<file path="src/rtl/p_hardisc.sv">
// Shared definitions for the hardisc AHB timer: register map, CTRL fields, response states.
package p_hardisc;

  localparam logic [4:0] TMR_MTIME_LO    = 5'h00;
  localparam logic [4:0] TMR_MTIME_HI    = 5'h04;
  localparam logic [4:0] TMR_MTIMECMP_LO = 5'h08;
  localparam logic [4:0] TMR_MTIMECMP_HI = 5'h0C;
  localparam logic [4:0] TMR_CTRL        = 5'h10;

  localparam int unsigned CTRL_EN_BIT    = 0;
  localparam int unsigned CTRL_PRESC_LSB = 8;

  localparam logic [2:0] HSIZE_WORD = 3'd2;

  typedef enum logic [1:0] {
    RESP_OKAY,
    RESP_ERR1,
    RESP_ERR2
  } resp_state_t;

  function automatic logic tmr_addr_mapped(input logic [4:0] addr);
    return (addr == TMR_MTIME_LO)    || (addr == TMR_MTIME_HI) ||
           (addr == TMR_MTIMECMP_LO) || (addr == TMR_MTIMECMP_HI) ||
           (addr == TMR_CTRL);
  endfunction

endpackage

</file>
<file path="src/rtl/timer_counter.sv">
// 64-bit free-running MTIME counter advanced by a programmable prescaler.
module timer_counter #(
  parameter int unsigned PRESC_W = 8
) (
  input  logic               i_clk,
  input  logic               i_rst,
  input  logic               i_en,
  input  logic [PRESC_W-1:0] i_presc,
  input  logic               i_clr_presc,
  input  logic               i_wr_lo,
  input  logic               i_wr_hi,
  input  logic [31:0]        i_wdata,
  output logic [63:0]        o_mtime
);

  logic [PRESC_W-1:0] r_presc_cnt;
  logic [63:0]        r_mtime;
  logic               w_tick;
  logic [63:0]        w_mtime_inc;

  assign w_tick      = i_en && (r_presc_cnt == i_presc);
  assign w_mtime_inc = r_mtime + 64'd1;
  assign o_mtime     = r_mtime;

  always_ff @(posedge i_clk or posedge i_rst) begin
    if (i_rst) begin
      r_presc_cnt <= '0;
      r_mtime     <= '0;
    end else begin
      if (i_clr_presc) begin
        r_presc_cnt <= '0;
      end else if (i_en) begin
        r_presc_cnt <= w_tick ? '0 : r_presc_cnt + PRESC_W'(1);
      end
      // A bus write drops a coincident tick; the untouched half keeps its old value.
      if (i_wr_lo || i_wr_hi) begin
        if (i_wr_lo) r_mtime[31:0]  <= i_wdata;
        if (i_wr_hi) r_mtime[63:32] <= i_wdata;
      end else if (w_tick) begin
        r_mtime <= w_mtime_inc;
      end
    end
  end

endmodule

</file>
<file path="src/rtl/ahb_timer.sv">
// AHB3-Lite slave exposing a RISC-V style MTIME/MTIMECMP timer with machine timer interrupt.
module ahb_timer
  import p_hardisc::*;
#(
  parameter int unsigned PRESC_W = 8
) (
  input  logic        s_clk_i,
  input  logic        s_reset_i,
  input  logic [4:0]  s_haddr_i,
  input  logic [31:0] s_hwdata_i,
  input  logic [2:0]  s_hsize_i,
  input  logic [1:0]  s_htrans_i,
  input  logic        s_hwrite_i,
  input  logic        s_hsel_i,
  input  logic [2:0]  s_hburst_i,
  input  logic [3:0]  s_hprot_i,
  input  logic        s_hmastlock_i,
  output logic [31:0] s_hrdata_o,
  output logic        s_hready_o,
  output logic        s_hresp_o,
  output logic        s_int_mtip_o
);

  resp_state_t        r_state;
  logic               r_hready;
  logic               r_hresp;
  logic               r_mtip;
  logic               r_dp_valid;
  logic               r_dp_write;
  logic [4:0]         r_dp_addr;
  logic [63:0]        r_mtimecmp;
  logic               r_ctrl_en;
  logic [PRESC_W-1:0] r_ctrl_presc;

  logic [63:0]        w_mtime;
  logic               w_accept;
  logic               w_req_ok;
  logic               w_wr_commit;
  logic               w_wr_ctrl;
  logic               w_wr_mtime_lo;
  logic               w_wr_mtime_hi;
  logic [31:0]        w_ctrl_rd;
  logic [31:0]        w_rdata;
  logic               w_unused;

  assign w_accept      = s_hsel_i & s_htrans_i[1] & r_hready;
  assign w_req_ok      = (s_hsize_i == HSIZE_WORD) && tmr_addr_mapped(s_haddr_i);
  assign w_wr_commit   = r_dp_valid & r_dp_write;
  assign w_wr_ctrl     = w_wr_commit && (r_dp_addr == TMR_CTRL);
  assign w_wr_mtime_lo = w_wr_commit && (r_dp_addr == TMR_MTIME_LO);
  assign w_wr_mtime_hi = w_wr_commit && (r_dp_addr == TMR_MTIME_HI);
  assign w_unused      = ^{s_htrans_i[0], s_hburst_i, s_hprot_i, s_hmastlock_i};

  always_ff @(posedge s_clk_i or posedge s_reset_i) begin
    if (s_reset_i) begin
      r_state  <= RESP_OKAY;
      r_hready <= 1'b1;
      r_hresp  <= 1'b0;
    end else begin
      case (r_state)
        RESP_ERR1: begin
          r_state  <= RESP_ERR2;
          r_hready <= 1'b1;
          r_hresp  <= 1'b1;
        end
        default: begin
          if (w_accept && !w_req_ok) begin
            r_state  <= RESP_ERR1;
            r_hready <= 1'b0;
            r_hresp  <= 1'b1;
          end else begin
            r_state  <= RESP_OKAY;
            r_hready <= 1'b1;
            r_hresp  <= 1'b0;
          end
        end
      endcase
    end
  end

  // Validity is resolved in the address phase so a bad access never reaches the data phase.
  always_ff @(posedge s_clk_i or posedge s_reset_i) begin
    if (s_reset_i) begin
      r_dp_valid <= 1'b0;
      r_dp_write <= 1'b0;
      r_dp_addr  <= '0;
    end else begin
      r_dp_valid <= w_accept & w_req_ok;
      if (w_accept) begin
        r_dp_write <= s_hwrite_i;
        r_dp_addr  <= s_haddr_i;
      end
    end
  end

  always_ff @(posedge s_clk_i or posedge s_reset_i) begin
    if (s_reset_i) begin
      r_mtimecmp   <= '1;
      r_ctrl_en    <= 1'b0;
      r_ctrl_presc <= '0;
      r_mtip       <= 1'b0;
    end else begin
      if (w_wr_commit) begin
        case (r_dp_addr)
          TMR_MTIMECMP_LO: r_mtimecmp[31:0]  <= s_hwdata_i;
          TMR_MTIMECMP_HI: r_mtimecmp[63:32] <= s_hwdata_i;
          TMR_CTRL: begin
            r_ctrl_en    <= s_hwdata_i[CTRL_EN_BIT];
            r_ctrl_presc <= s_hwdata_i[CTRL_PRESC_LSB +: PRESC_W];
          end
          default: ;
        endcase
      end
      r_mtip <= (w_mtime >= r_mtimecmp);
    end
  end

  always_comb begin
    w_ctrl_rd = '0;
    w_ctrl_rd[CTRL_EN_BIT] = r_ctrl_en;
    w_ctrl_rd[CTRL_PRESC_LSB +: PRESC_W] = r_ctrl_presc;
    w_rdata = '0;
    if (r_dp_valid && !r_dp_write) begin
      case (r_dp_addr)
        TMR_MTIME_LO:    w_rdata = w_mtime[31:0];
        TMR_MTIME_HI:    w_rdata = w_mtime[63:32];
        TMR_MTIMECMP_LO: w_rdata = r_mtimecmp[31:0];
        TMR_MTIMECMP_HI: w_rdata = r_mtimecmp[63:32];
        TMR_CTRL:        w_rdata = w_ctrl_rd;
        default:         w_rdata = '0;
      endcase
    end
  end

  timer_counter #(
    .PRESC_W(PRESC_W)
  ) u_counter (
    .i_clk       (s_clk_i),
    .i_rst       (s_reset_i),
    .i_en        (r_ctrl_en),
    .i_presc     (r_ctrl_presc),
    .i_clr_presc (w_wr_ctrl),
    .i_wr_lo     (w_wr_mtime_lo),
    .i_wr_hi     (w_wr_mtime_hi),
    .i_wdata     (s_hwdata_i),
    .o_mtime     (w_mtime)
  );

  assign s_hrdata_o   = w_rdata;
  assign s_hready_o   = r_hready;
  assign s_hresp_o    = r_hresp;
  assign s_int_mtip_o = r_mtip;

endmodule

</file>
<file path="config.mk">
export PLATFORM = sky130hd
export DESIGN_NAME = ahb_timer
export DESIGN_NICKNAME = d
export VERILOG_FILES = /design/src/rtl/p_hardisc.sv /design/src/rtl/timer_counter.sv /design/src/rtl/ahb_timer.sv
export SDC_FILE = /design/constraint.sdc
export NUM_CORES = 1
export LEC_CHECK = 0
export ABC_AREA = 1
export CAP_MARGIN = 20
export CORE_MARGIN = 1
export CORE_UTILIZATION = 40
export DETAILED_ROUTE_END_ITERATION = 12
export GPL_ROUTABILITY_DRIVEN = 0
export PLACE_DENSITY = 0.64
export SLEW_MARGIN = 0
export SYNTH_ARGS = -nofsm -noshare
export SYNTH_HDL_FRONTEND = slang
export SYNTH_SLANG_ARGS = --single-unit
</file>
<file path="constraint.sdc">
create_clock -name s_clk_i -period 6.48 [get_ports s_clk_i]
set_clock_uncertainty 0.1 [all_clocks]
set_input_delay 1.296 -clock s_clk_i [delete_from_list [all_inputs] [get_ports s_clk_i]]
set_output_delay 1.296 -clock s_clk_i [all_outputs]
set_load 0.02 [all_outputs]
</file>
# Yosys cells after proc, flatten, opt, wreduce, memory -nomap -nowiden
# Index checks and enable logic that the tools add are counted.
dict set report word_totals {
  ff_bits 157
  input_bits 54
  output_inout_bits 35
  wordCells 72
}
dict set report op_classes {
  n_addsub 2
  magnitude_cmp 1
  eq_ne 13
  n_mux 15
  n_bitwise 4
  n_reduce_logical 23
}
# cell count
set op_table {}
lappend op_table {{$pmux 32 s5} 1}
lappend op_table {{$mux 64} 2}
lappend op_table {{$mux 32} 3}
lappend op_table {{$add 64x1->64 const B} 1}
lappend op_table {{$ge 64x64->1} 1}
lappend op_table {{$mux 8} 3}
lappend op_table {{$eq 5x4->1 const B} 4}
lappend op_table {{$eq 5x3->1 const B} 2}
lappend op_table {{$eq 5x5->1 const B} 2}
lappend op_table {{$logic_not 5->1} 2}
lappend op_table {{$reduce_and 2->1} 5}
lappend op_table {{$add 8x1->8 const B} 1}
lappend op_table {{$eq 8x8->1} 1}
lappend op_table {{$logic_and 1x1->1} 7}
lappend op_table {{$logic_or 1x1->1} 5}
lappend op_table {{$mux 1} 5}
lappend op_table {{$and 1x1->1} 4}
lappend op_table {{$ne 2x1->1 const B} 2}
lappend op_table {{$reduce_bool 2->1} 2}
lappend op_table {{$eq 3x2->1 const B} 1}
lappend op_table {{$eq 2x1->1 const B} 1}
lappend op_table {{$logic_not 1->1} 2}
lappend op_table {{$mux 2} 1}

# Longest topological paths before layout
dict set report logic_depth {
  depth_word 10
  ltp_mapped 14
}

# Cells and area by module
# From an unflattened synthesis, not the netlist that was laid out.
dict set report hier_totals {
  hier_cells 1784
  hier_area_um2 11692.5
}
# mod n_inst cells_per_inst area_each_um2 seq_area_each_um2
set modules_own_cells {}
lappend modules_own_cells {ahb_timer 1 830 5992.0 2208.4}
lappend modules_own_cells {timer_counter 1 954 5700.5 1801.7}

# Worst setup path after synthesis
# OpenSTA, ideal clock, no wires.
dict set report synth_path {
  path_type {register to output}
  startpoint {register r_dp_addr[0]}
  endpoint {output port s_hrdata_o[1]}
  arrival_time_ns 1.613
  required_ns 5.084
  slack_ns 3.471
  stages_incl_launch_ff 7
  path_buffers 1
  cell_sequence {dfrtp_1 -> nor2_8 -> nand3_4 -> nor2_2 -> clkbuf_1 -> a21oi_1 -> a21oi_1}
}
dict set report synth_between {
  elab_chain_len 3
  elab_cells_between_ends 7
  cone_classes {eq/ne: 4; mux: 2; reduce/logical: 1}
}
# item line_no
set synth_rtl {}
lappend synth_rtl {{from (decl)} ahb_timer.sv:30} ;# logic [4:0] r_dp_addr;
lappend synth_rtl {{from (signal assigned)} ahb_timer.sv:91} ;# r_dp_addr <= s_haddr_i;
lappend synth_rtl {{$eq 5x5->1 (tied with other cells)} ahb_timer.sv:124} ;# case (r_dp_addr)
lappend synth_rtl {{$pmux 32 s5 (*)} ahb_timer.sv:124}
lappend synth_rtl {{$mux 32 (*)} ahb_timer.sv:123} ;# if (r_dp_valid && !r_dp_write) begin
lappend synth_rtl {{to (decl)} ahb_timer.sv:18} ;# output logic [31:0] s_hrdata_o,
# Mark *: on every way between the ends. The rest lies on a longest branch, timed or not.

# Worst setup path after layout
dict set report layout_path {
  startpoint {register r_dp_addr[0]}
  endpoint {output port s_hrdata_o[27]}
}
# Same word-level chain as after synthesis.

==> results.cfg <==
[cts]
cts_buffers = 17
clk_latency_ps = 450
cts_tree = done
cts-root-buf = clkbuf_16
h-tree-depth = 4
cts_hold_buffers = 0
clock-sinks = 157
cts.repair.resized = 0
clockBufferDepth = 2
cts.clk_slew.worst_paths_ps = 70
postCtsSetupRepairBufs = 0

[synth]
ys.flop_type = dfrtp_1
synth-edff-count = 0
synth.distinct_cells = 42
syn_nets = 1802
synthCells = 1682
ys.warnings.count = 0
synth-async-reset-ratio = 1.000
synth_seq_area_share = 0.3540
avgSynthCellArea_um2 = 6.735
yosys_register_bits = 157
synth_area_mm2 = 0.01133

[worst_setup_path]
cp_max_fo = 24
start_kind = register
required_ps = 5080
cp-end-kind = output port
crit_type = reg -> out
worstPathArrival_ps = 2790

[sta]
hold_viol_final = 0
holdWs_ps = 339.5
setup-violations-final = 0
tns_ps = 0
timing.max_slew.rel_slack = 0.4928
setup_slack_ps = 2292
drv_slew = 0
post-route-period-util = 0.6464
worst_pin_slew_ps = 758.1
layout_min_cycle_time_ps = 4188
rsz0062_at_grt = no
fmax_mhz = 238.8

[cells_and_area]
final_nets = 1861
final_cells = 2132
final_area_mm2 = 0.01307
antenna-diode-count = 0
final_cell_mix = 491 x nand2_1, 220 x nor2_1, 208 x inv_1
drive_above_1_share = 0.07583
finish.utilization = 0.4691
area_growth_pct = 15.35
layout_commonest_cell = nand2_1

[global_route]
grt_pass1_vias = 10540
grt_first_pass_wirelength_um = 57150
grt.total_usage = 0.2554
grt_max_degree = 116
grt_remaining_overflow = 0
antenna_found_initial = 0

[route]
drt_iter0_drc = 1177
vias_per_cell = 5.333
first_pass_iters = 5
vias = 11370
drt_wl_total_um = 35930
wl_per_cell_um = 16.85
ant_nets = 0
drc_errors = 0

[floorplan]
io_pins = 89
fp.coreArea_mm2 = 0.02786
chipWidth_um = 170.3
placement_rows = 61
initial_utilization = 0.4066
die_area_mm2 = 0.02900
die_h_um = 170.3

[place]
place_area_mm2 = 0.01245
port_buffers = 79
hpwl_um = 26630
placedCellCount = 2098
pre_cts_ws_ps = 2783

[power_and_ir_drop]
power_density_mw_per_mm2 = 193.2
total_power_mw = 2.524
leakagePower_nw = 7.373
ir_drop_mv = 0.1539

[run]
drv_cap = 0

[run_status]
status = finished, final reports clean

[min_path]
holdCritPathClass = reg -> reg
==> synth_stat cells, drive strengths merged, types with 22 or more instances <==
cell	number	area [µm²]
ha	66	825.8
nand3	51	272.8
dfrtp	92	2302
dfstp	65	1708
nand4	22	158.9
nand2	496	1874
a21oi	126	630.6
o21ai	138	690.7
clkbuf	31	116.4
o22ai	45	281.5
inv	212	795.8
nor2	230	917.1
==> worst max-delay path: stages, from the launching register on <==
cell	delay (ps)
dfrtp_1	440
nor2_8	210
nand4_4	220
inv_2	440
nand2_1	100
a21oi_1	260
clkdlybuf4s50_1	650
==> metal layers <==
metal	vias to the layer above	global-route usage	share of wire
met1	5358	0.3590	0.47
met5	-	0	0
li1	5551	-	-
met3	47	0.04140	0.063
met2	413	0.4024	0.45
met4	0	0.07403	0.021
==> report_power, final <==
group / total [mW] / switching (mW) / internal, mW
Clock: 1.00 / 0.486 / 0.518
Combinational: 0.447 / 0.276 / 0.171
Sequential: 1.07 / 0.0487 / 1.02
Total: 2.52 / 0.810 / 1.71
==> kinds of logic (layout without fill, tap and decap cells) <==
logic type                 count (synthesis)  after routing  share of synthesized area
adders and majority gates                 66             66                    0.07290
DFF                                      157            157                     0.3540
xor gates and xnor gates                  23             23                    0.01778
and+or+nand+nor                          815            815                     0.2929
AOI/OAI and AO/OA                        356            356                     0.1719
buffers and inverters                    265            337                    0.09057
==> state kept, by name, indices dropped and copies added (netlist names) <==
signal                 count
r_mtimecmp                64
u_counter.o_mtime         64
r_ctrl_presc               8
u_counter.r_presc_cnt      8
r_dp_addr                  5
r_state                    2
r_ctrl_en                  1
r_dp_valid                 1
r_dp_write                 1
s_hready_o                 1
s_hresp_o                  1
s_int_mtip_o               1
==> path summary, 6_finish.rpt <==
kind | slack (ps) | cells after the start | start | end
setup / recovery | 2290 | 6 | r_dp_addr[0] | s_hrdata_o[27]
hold / removal | 340 | 1 | r_state[1] | r_state[1]
setup reg to reg | 3270 | 11 | r_dp_addr[0] | u_counter.o_mtime[16]
hold reg to reg | 340 | 1 | r_state[1] | r_state[1]
max in group asynchronous | 4190 | 3 | s_reset_i | u_counter.o_mtime[52]
min in group asynchronous | 1130 | 2 | s_reset_i | r_state[1]
==> final cells by class <==
| class | count | area, µm² |
|---|---|---|
| Multi-Input combinational cell | 1260 | 6292 |
| Timing Repair Buffer | 92 | 920.9 |
| Tap cell | 378 | 473.0 |
| Clock buffer | 19 | 442.9 |
| Inverter | 213 | 804.5 |
| Sequential cell | 157 | 4010 |
| Fill cell | 2835 | 14790 |
| Clock inverter | 13 | 123.9 |
No activity file was read; power rests on OpenSTA's default activity.
